File: config.mk
export PLATFORM = sky130hd
export DESIGN_NAME = cla_seq_adder
export DESIGN_NICKNAME = d
export VERILOG_FILES = /design/src/rtl/cla_seq_pkg.sv /design/src/rtl/cla_seq_adder_cla16.sv /design/src/rtl/cla_seq_adder.sv
export SDC_FILE = /design/constraint.sdc
export NUM_CORES = 1
export LEC_CHECK = 0
export BUFFER_PORTS_ARGS = -buffer_cell sky130_fd_sc_hd__buf_2
export CORE_MARGIN = 2
export CORE_UTILIZATION = 57
export CTS_BUF_LIST = sky130_fd_sc_hd__clkbuf_8
export DETAILED_ROUTE_END_ITERATION = 16
export GPL_TIMING_DRIVEN = 0
export PLACE_DENSITY = 0.9
export SKIP_LAST_GASP = 1
export SYNTH_ARGS = -nofsm -noshare
export SYNTH_HDL_FRONTEND = slang
export SYNTH_SLANG_ARGS = --single-unit
File: constraint.sdc
create_clock -name clk -period 7.35 [get_ports clk]
set_input_delay 0 -clock clk [delete_from_list [all_inputs] [get_ports clk]]
set_output_delay 0 -clock clk [all_outputs]
set_load 0.005 [all_outputs]
File: src/rtl/cla_seq_pkg.sv
// cla_seq_pkg: shared width, FSM states and result-word layout
// for the streamed multi-word CLA adder/subtractor.
package cla_seq_pkg;

  localparam int WIDTH = 16;

  typedef enum logic {
    IDLE = 1'b0,
    RUN  = 1'b1
  } state_t;

  typedef struct packed {
    logic [WIDTH-1:0] sum;
    logic             last;
    logic             carry;
  } res_t;

endpackage

File: src/rtl/cla_seq_adder_cla16.sv
// cla_seq_adder_cla16: 16-bit carry-lookahead adder,
// four 4-bit groups with a second-level group lookahead.
module cla_seq_adder_cla16 (
  input  logic [15:0] a,
  input  logic [15:0] b,
  input  logic        cin,
  output logic [15:0] s,
  output logic        cout
);

  logic [15:0] g;
  logic [15:0] p;
  logic [15:0] c;
  logic [3:0]  gg;
  logic [3:0]  pg;
  logic [4:0]  cg;

  assign g = a & b;
  assign p = a ^ b;

  for (genvar k = 0; k < 4; k++) begin : g_grp
    assign gg[k] = g[4*k+3]
                 | (p[4*k+3] & g[4*k+2])
                 | (p[4*k+3] & p[4*k+2] & g[4*k+1])
                 | (p[4*k+3] & p[4*k+2] & p[4*k+1] & g[4*k]);
    assign pg[k] = &p[4*k +: 4];
  end

  assign cg[0] = cin;
  assign cg[1] = gg[0] | (pg[0] & cin);
  assign cg[2] = gg[1] | (pg[1] & gg[0])
               | (pg[1] & pg[0] & cin);
  assign cg[3] = gg[2] | (pg[2] & gg[1])
               | (pg[2] & pg[1] & gg[0])
               | (pg[2] & pg[1] & pg[0] & cin);
  assign cg[4] = gg[3] | (pg[3] & gg[2])
               | (pg[3] & pg[2] & gg[1])
               | (pg[3] & pg[2] & pg[1] & gg[0])
               | (&pg & cin);

  // Bit carries inside each group start from the lookahead group carry.
  always_comb begin
    logic cc;
    c  = '0;
    cc = 1'b0;
    for (int k = 0; k < 4; k++) begin
      cc = cg[k];
      for (int j = 0; j < 4; j++) begin
        c[4*k+j] = cc;
        cc = g[4*k+j] | (p[4*k+j] & cc);
      end
    end
  end

  assign s    = p ^ c;
  assign cout = cg[4];

endmodule

File: src/rtl/cla_seq_adder.sv
// cla_seq_adder: streamed LSW-first add/sub around one 16-bit CLA.
// Define CLA_SEQ_OVF_EN to add the signed overflow output.
module cla_seq_adder
  import cla_seq_pkg::*;
#(
  parameter int WIDTH     = 16,
  parameter int MAX_WORDS = 8,
  localparam int CNT_W    = $clog2(MAX_WORDS + 1)
) (
  input  logic             clk,
  input  logic             rst,
  input  logic             start,
  input  logic [CNT_W-1:0] num_words,
  input  logic             sub,
  input  logic             in_valid,
  output logic             in_ready,
  input  logic [WIDTH-1:0] a_word,
  input  logic [WIDTH-1:0] b_word,
  output logic             out_valid,
  input  logic             out_ready,
  output logic [WIDTH-1:0] sum_word,
  output logic             out_last,
  output logic             carry_out,
`ifdef CLA_SEQ_OVF_EN
  output logic             overflow,
`endif
  output logic             busy,
  output logic             err
);

  if (WIDTH != cla_seq_pkg::WIDTH) begin : g_bad_width
    $error("cla_seq_adder: WIDTH must be 16");
  end

  state_t           state;
  state_t           state_n;
  logic [CNT_W-1:0] len;
  logic [CNT_W-1:0] cnt;
  logic             sub_r;
  logic             carry_reg;
  res_t             out_r;
  logic             out_v;
  logic             err_r;
  logic [WIDTH-1:0] b_eff;
  logic [WIDTH-1:0] s;
  logic             cout;
  logic             legal;
  logic             go;
  logic             acc;
  logic             last;

  assign legal = (num_words != '0)
              && (num_words <= CNT_W'(MAX_WORDS));
  assign go    = (state == IDLE) && start && legal;
  assign in_ready = (state == RUN)
                 && (!out_v || out_ready);
  assign acc   = in_valid && in_ready;
  assign last  = cnt == (len - CNT_W'(1));
  assign b_eff = b_word ^ {WIDTH{sub_r}};

  cla_seq_adder_cla16 u_cla (
    .a    (a_word),
    .b    (b_eff),
    .cin  (carry_reg),
    .s    (s),
    .cout (cout)
  );

  always_ff @(posedge clk) begin
    if (rst) state <= IDLE;
    else     state <= state_n;
  end

  always_comb begin
    state_n = state;
    unique case (state)
      IDLE:    if (go) state_n = RUN;
      RUN:     if (acc && last) state_n = IDLE;
      default: state_n = IDLE;
    endcase
  end

  always_ff @(posedge clk) begin
    if (rst) begin
      len       <= '0;
      cnt       <= '0;
      sub_r     <= 1'b0;
      carry_reg <= 1'b0;
      out_r     <= '0;
      out_v     <= 1'b0;
      err_r     <= 1'b0;
    end else begin
      err_r <= (state == IDLE) && start && !legal;
      if (go) begin
        len       <= num_words;
        sub_r     <= sub;
        carry_reg <= sub;
        cnt       <= '0;
      end
      // Drain and accept in the same cycle reloads without a bubble.
      if (acc) begin
        out_r.sum  <= s;
        out_r.last <= last;
        carry_reg  <= cout;
        cnt        <= cnt + CNT_W'(1);
        out_v      <= 1'b1;
        if (last) out_r.carry <= cout;
      end else if (out_ready) begin
        out_v <= 1'b0;
      end
    end
  end

`ifdef CLA_SEQ_OVF_EN
  logic c15;
  assign c15 = a_word[WIDTH-1] ^ b_eff[WIDTH-1] ^ s[WIDTH-1];

  always_ff @(posedge clk) begin
    if (rst)               overflow <= 1'b0;
    else if (acc && last)  overflow <= cout ^ c15;
  end
`endif

  assign out_valid = out_v;
  assign sum_word  = out_r.sum;
  assign out_last  = out_r.last;
  assign carry_out = out_r.carry;
  assign busy      = (state == RUN) || out_v;
  assign err       = err_r;

endmodule

==> results of run 1 <==
through the flow:
stage | instances | area, sq um | power, mW | utilization (%)
after floorplan | 243 | 2150 | 0.275 | -
after global placement | 354 | 2520 | 0.312 | 69.5
after detailed placement | 354 | 2520 | 0.318 | 69.5
after CTS | 360 | 2600 | 0.434 | 71.5
after global routing | 360 | 2600 | 0.459 | 71.5
final | 360 | 2600 | 0.431 | 71.5
cell usage after synthesis, drive strengths merged:
cell type	instances
a31oi	1
xor2	19
mux2i	3
nor3	4
or3	1
a311oi	2
or2b	1
nor4	1
or2	1
o31ai	2
and2b	1
inv	27
o21ba	1
a21oi	21
dfxtp	31
a211oi	12
nor2	16
buf	4
nand3	9
and2	3
nand2b	3
a31o	2
a22oi	1
a41oi	1
nand2	19
clkbuf	6
xnor2	8
nand4	5
o21ai	4
ha	18
a221oi	1
o31a	1
o211ai	1
fa	12
or4	1
cells by family (layout without fill, tap and decap cells):
logic type                 Yosys count  after routing  share of synthesized area (%)
and+or+nand+nor                     65             65                           14.9
AOI/OAI and AO/OA                   50             50                           15.0
buffers and inverters               37            106                           7.16
DFF                                 31             31                           28.9
adders and majority gates           30             30                           21.7
xor gates and xnor gates            27             27                           11.0
muxes                                3              3                           1.40
per-layer routing:
layer / GRT usage (%) / vias up / wire [um]
met5: 0 / - / 0
met4: 8.33 / 0 / 62
met3: 7.36 / 10 / 305
met2: 45.0 / 73 / 2560
met1: 27.3 / 909 / 1860
li1: - / 965 / -
worst max-delay path, stage by stage, from the launching register on:
cell and delay (ps):
dfxtp_1 300, buf_2 250, buf_2 360, xor2_1 170
ha_1 310, nand2_1 70, o211ai_1 300, a21oi_1 160
o21ba_2 240, fa_1 390, fa_1 390, fa_1 400
xnor2_1 140, nand2_1 70, a21oi_1 130
worst max path at each step:
stage                from           end  slack, ps  cells after the start
floorplan           sub_r  sum_word[15]       4080                     14
global placement    sub_r  sum_word[15]       3660                     14
detailed placement  sub_r  sum_word[15]       3630                     14
CTS                 sub_r  sum_word[15]       3620                     14
global route        sub_r  sum_word[15]       3400                     14
finish              sub_r  sum_word[15]       3600                     14
cell type report:
type	count	area [sq um]	share of cell area, %
inverter	27	101	3.90
buffer	10	52.6	2.02
multi-input combinational	175	1370	52.9
tap	48	60.1	2.31
sequential	31	621	23.9
timing repair buffer	63	315	12.1
clock inverter	1	3.75	0.145
clock buffer	5	68.8	2.65
power groups by stage:
stage                     clock, mW  sequential, mW  combinational, mW
after floorplan                   0           0.185             0.0901
after global placement            0           0.186              0.127
after detailed placement          0           0.186              0.132
after CTS                     0.119           0.182              0.133
after global routing          0.125           0.183              0.151
final                         0.116           0.182              0.132
==> metrics, run 1 <==
status complete, no violations; Cells after Synth 243; FF-to-FF Start sub_r; Max Slew Vio Count 0; hold path start num_words[2]; clock sinks 31; Initial DRC Count 87; hold-fix buffers at CTS 0; clock power share 26.9%; Synth cell types 38; max-cap violation count 0; CTS resizes 0; RSZ-0062 raised after global routing false; grt total ovfl 0; top cell type's share of synthesized area 28.9%; commonest non-fill, non-tap cell in the layout buf_2; # DRC 0; Vias 1957; final setup TNS 0 ps; nets 385; R2R cell count 14; crit start category register; part of the cycle the worst path needs 51.0%; WS Path Type reg2reg; # diodes 0; clk buf depth 2; Clock transition at path regs 60 ps; first-pass GRT wire length 8060 um; Hold Vio Cnt, Final 0; Mean Syn Cell Area 8.84 sq um; Max FO, Critical Path 10; die height 65.4 um; minimum clock period 3750 ps; Seq pwr share 42.3%; floorplan row count 22; Synth Warn # 0; CTS buffer count 5; fin worst setup slack 3600 ps; Place WS 3630 ps; HPWL after DPL 3880 um; register area share after synthesis 28.9%; Yosys top cell by area dfxtp_1; vias in the first global route 1940; Synth area leaders dfxtp_1 (29%), fa_1 (11%), ha_1 (10%), xor2_1 (7.7%), a21oi_1 (4.9%); Cell Area, Synth 2150 sq um; Worst Max-Slew Pin Slew 526 ps; Root Buffer clkbuf_8; core area 3630 sq um; pin count of the biggest net entering global routing 11; Rel. slew slack 64.6%; reg-to-reg critical path endpoint sum_word[15]; internal power 298 uW; initial antenna violation count 0; syn nets 315; required time worst endpoint 7560 ps; DR WL/cell 13.3 um; commonest non-fill, non-tap cells in the layout buf_2 (67), dfxtp_1 (31), inv_1 (28), a21oi_1 (21); Hold Path Sink len[2]; vias per inst 5.44; Hold Path Class in2reg; GPL Wtd Cong 0.834; Fillers 300; Clock Latency Late Sink 280 ps; H-tree Lvls 2; number of flip-flops in the largest register 16; Gate power share 30.7%; Synth Register Bits 31; all-layer global routing usage 24.8%; endpoint type of the worst setup path register; Max Freq 0.267 GHz; clk_skew 6.67 ps; Switching Share 30.8%; Initial DRT Pass Iterations 4; # setup viols final 0; Area Overhead vs Synth 20.9%; P_leak 1.27 nW; NetSw 133 uW; crit path DAT 3950 ps; post-route ant nets 0; Hold Path Depth 3; IR Drop Worst-Case VDD 0.106 mV; Port Buf Inserts 63; CTS tree yes; Post-CTS Setup Bufs 0; initial core utilization 59.1%; Die ar. 4280 sq um; io pins 64; Min Hold Slack 5.70 ps; layout cell share with drive strength beyond 1 25.6%; r2r setup slk 3600 ps; cell area power density 166 nW/um^2; die outline width 65.4 um; Post-Route WL 4790 um
No activity file was read; power rests on OpenSTA's default activity.
==> inputs of run 2 (changes only) <==
- ABC_AREA: default -> 1
- CORE_UTILIZATION: 57 -> 54
- PLACE_DENSITY: 0.9 -> 0.86
- clock period: 7.35 -> 3.8 ns (I/O delays scaled with it)
==> run 2 against run 1 <==
Compared with the run above:
- sequential power up 95%
- core utilization down 2.5 points
- largest cell class unchanged
- flip-flop and latch count unchanged
- non-clock buffer count up 3
- global-route usage down 0.93 points
- cell area up 6.2%
- first-iteration DRC count up 45%
- largest power group unchanged
- critical path depth up 4
- count of clock-buffer cells in the layout up 1
- die area up 9.1%
- via count up 6.5%
==> metrics, run 2 <==
crit start category register (unchanged); Post-synth EDFFs 0 (unchanged); Post-Synth XOR/XNOR Area 7.85% (was 11.0%); Port Buf Inserts 63 (unchanged); Seq pwr share 36.9% (was 42.3%); Root Buffer clkbuf_8 (unchanged); commonest non-fill, non-tap cells in the layout buf_2 (65), nand2_1 (61), inv_1 (51), dfxtp_1 (31), a21oi_1 (30) (was buf_2 (67), dfxtp_1 (31), inv_1 (28), a21oi_1 (21)); fraction of registers with async set or reset after synthesis 0% (unchanged); Post-CTS Setup Bufs 0 (unchanged); Die ar. 4660 sq um (was 4280 sq um); Cells after Synth 299 (was 243); vias in the first global route 2052 (was 1940); CP delay by family, top adder cells (unchanged); post-synthesis compound-gate area fraction 12.1% (was 15.0%); # DRC 0 (unchanged); Clock transition at path regs 70 ps (was 60 ps); final setup TNS 0 ps (unchanged); Synth Area in Simple Gates 19.6% (was 14.9%); initial core utilization 55.8% (was 59.1%); hold-fix buffers at CTS 3 (was 0); internal power 673 uW (was 298 uW); slowest stage cell on the critical path fa_1 (unchanged); Max Slew Vio Count 0 (unchanged); Yosys top cell by area dfxtp_1 (unchanged); part of the cycle the worst path needs 89.9% (was 51.0%); # diodes 0 (unchanged); Hold Vio Cnt, Final 0 (unchanged); Synth cell types 26 (was 38); H-tree Lvls 2 (unchanged); Hold Path Class in2reg (unchanged); all-layer global routing usage 23.8% (was 24.8%); Initial DRC Count 126 (was 87); pin count of the biggest net entering global routing 11 (unchanged); CTS buffer count 5 (unchanged); endpoint type of the worst setup path register (unchanged); Synth Warn # 0 (unchanged); r2r setup slk 380 ps (was 3600 ps); post-route ant nets 0 (unchanged); Mean Syn Cell Area 7.47 sq um (was 8.84 sq um); FF-to-FF Start sub_r (unchanged); clock sinks 31 (unchanged); worst stage delay on the critical path 390 ps (was 400 ps); Max Freq 0.293 GHz (was 0.267 GHz); WS Path Type reg2reg (unchanged); Post-Route WL 4860 um (was 4790 um); GPL Wtd Cong 0.939 (was 0.834); syn nets 371 (was 315); floorplan row count 23 (was 22); CTS resizes 0 (unchanged); RSZ-0062 raised after global routing false (unchanged); Area Overhead vs Synth 23.5% (was 20.9%); DR WL/cell 11.5 um (was 13.3 um); crit path DAT 3640 ps (was 3950 ps); multiplexer share of the synthesized area 0% (was 1.40%); cell area power density 349 nW/um^2 (was 166 nW/um^2); Switching Share 30.0% (was 30.8%); IR Drop Worst-Case VDD 0.153 mV (was 0.106 mV); vias per inst 4.93 (was 5.44); required time worst endpoint 4020 ps (was 7560 ps); top-count cell post-synth nand2_1 (was dfxtp_1); post-synthesis adder-cell area fraction 20.9% (was 21.7%); Synth area leaders dfxtp_1 (28%), fa_1 (11%), nand2_1 (10%), ha_1 (10%), inv_1 (8.6%) (was dfxtp_1 (29%), fa_1 (11%), ha_1 (10%), xor2_1 (7.7%), a21oi_1 (4.9%)); Hold Path Depth 3 (unchanged); io pins 64 (unchanged); first-pass GRT wire length 8280 um (was 8060 um); Gate power share 28.0% (was 30.7%); commonest non-fill, non-tap cell in the layout buf_2 (unchanged); die outline width 68.3 um (was 65.4 um); max-cap violation count 0 (unchanged); P_leak 1.47 nW (was 1.27 nW); combinational family with the most area after synthesis adder cells (unchanged); status complete, no violations (unchanged); clk_skew 3.56 ps (was 6.67 ps); layout cell share with drive strength beyond 1 23.6% (was 25.6%); Post-synth top flop dfxtp_1 (unchanged); Initial DRT Pass Iterations 4 (unchanged); clk buf depth 2 (unchanged); crit-path cells buf_4, buf_4, xor2_1, ha_1, nand2_1, nor2_1, nor2_1, nand2_1, nand2_1, nand2_1, inv_1, nor2_1, nor2_1, fa_1, fa_1, fa_1, xor2_1, a21oi_1 (was buf_2, buf_2, xor2_1, ha_1, nand2_1, o211ai_1, a21oi_1, o21ba_2, fa_1, fa_1, fa_1, xnor2_1, nand2_1, a21oi_1); Vias 2084 (was 1957); R2R cell count 18 (was 14); clock power share 35.1% (was 26.9%); Post-synth top cells nand2_1 (61), inv_1 (51), dfxtp_1 (31), a21oi_1 (30), ha_1 (18) (was dfxtp_1 (31), inv_1 (27), a21oi_1 (21), nand2_1 (19), xor2_1 (19)); die height 68.3 um (was 65.4 um); reg-to-reg critical path endpoint sum_word[15] (unchanged); # setup viols final 0 (unchanged); hold path start num_words[0] (was num_words[2]); CTS tree yes (unchanged); Hold Path Sink len[0] (was len[2]); CP Buf/Inv Count 3 (was 2); grt total ovfl 0 (unchanged); minimum clock period 3420 ps (was 3750 ps); top cell type's share of synthesized area 27.8% (was 28.9%); register area share after synthesis 27.8% (was 28.9%); Power, Total 962 uW (was 431 uW); Cell Area, Synth 2230 sq um (was 2150 sq um); Worst Max-Slew Pin Slew 488 ps (was 526 ps); core area 4000 sq um (was 3630 sq um); nets 444 (was 385); Max FO, Critical Path 10 (unchanged); initial antenna violation count 0 (unchanged); HPWL after DPL 3920 um (was 3880 um); Clock Latency Late Sink 290 ps (was 280 ps); Rel. slew slack 67.4% (was 64.6%); Synth Register Bits 31 (unchanged); NetSw 289 uW (was 133 uW); number of flip-flops in the largest register 16 (unchanged)
run 2: cell types whose count changed after synthesis, sizes merged, moves of 8 or more:
| cell | before | now |
|---|---|---|
| inv | 27 | 54 |
| o21ai | 4 | 18 |
| nand3 | 9 | 17 |
| nand2 | 19 | 62 |
| a21oi | 21 | 31 |
| a211oi | 12 | 1 |
| xor2 | 19 | 9 |
run 2: power by group through the flow:
| stage | clock network [mW] | logic [mW] | registers [mW] |
|---|---|---|---|
| floorplan | 0 | 0.185 | 0.360 |
| global placement | 0 | 0.257 | 0.361 |
| detailed placement | 0 | 0.268 | 0.361 |
| CTS | 0.341 | 0.271 | 0.354 |
| global route | 0.349 | 0.315 | 0.356 |
| finish | 0.338 | 0.270 | 0.355 |
run 2: cell type report:
cell class	count	area (sq um)
Clock buffer	6	82.6
Buffer	10	62.6
Fill cell	323	1240
Tap cell	50	62.6
Multi-Input combinational cell	204	1350
Clock inverter	2	35.0
Sequential cell	31	621
Inverter	54	203
Timing Repair Buffer	66	345
run 2: per-layer routing:
metal  wire, um  up-vias  part of all wire (%)  GRT usage, %
li1           -     1079                     -             -
met3        226        8                   4.6          3.95
met5          0        -                     0             0
met4         97        0                   2.0          11.8
met1       2100      938                    43          28.0
met2       2440       59                    50          41.7
run 2: kinds of logic after synthesis:
group	count (synthesis)
AO/OA/AOI/OAI	51
XOR/XNOR	20
adder cells (fa/ha/maj)	30
buffers and inverters	64
flip-flops	31
AND/OR/NAND/NOR	103
run 2: worst reg2reg max path: cells and delay by family (launching register included):
kind	cells	cell delay [ps]
buffers and inverters	3	460
flip-flops	1	310
adder cells (fa/ha/maj)	4	1470
AO/OA/AOI/OAI	1	140
XOR/XNOR	2	330
AND/OR/NAND/NOR	8	660
run 2: worst max path at each step:
stage	from	to	slack [ps]	cells after the start
2_1_floorplan	sub_r	sum_word[15]	710	18
3_5_place_dp	sub_r	sum_word[15]	400	18
5_1_grt	sub_r	sum_word[15]	150	18
3_3_place_gp	sub_r	sum_word[15]	460	18
4_1_cts	sub_r	sum_word[15]	380	18
6_report	sub_r	sum_word[15]	380	18
run 2: through the flow:
step	worst slack (ps)	cell area, sq um	hold WS (ps)	utilization (%)	std cells
after floorplan	712	2230	73.0	-	299
after global placement	457	2610	201	65.2	412
after detailed placement	403	2610	215	65.2	412
after CTS	378	2760	21.9	68.9	423
after global routing	151	2760	41.3	68.9	423
final	382	2760	26.0	68.9	423
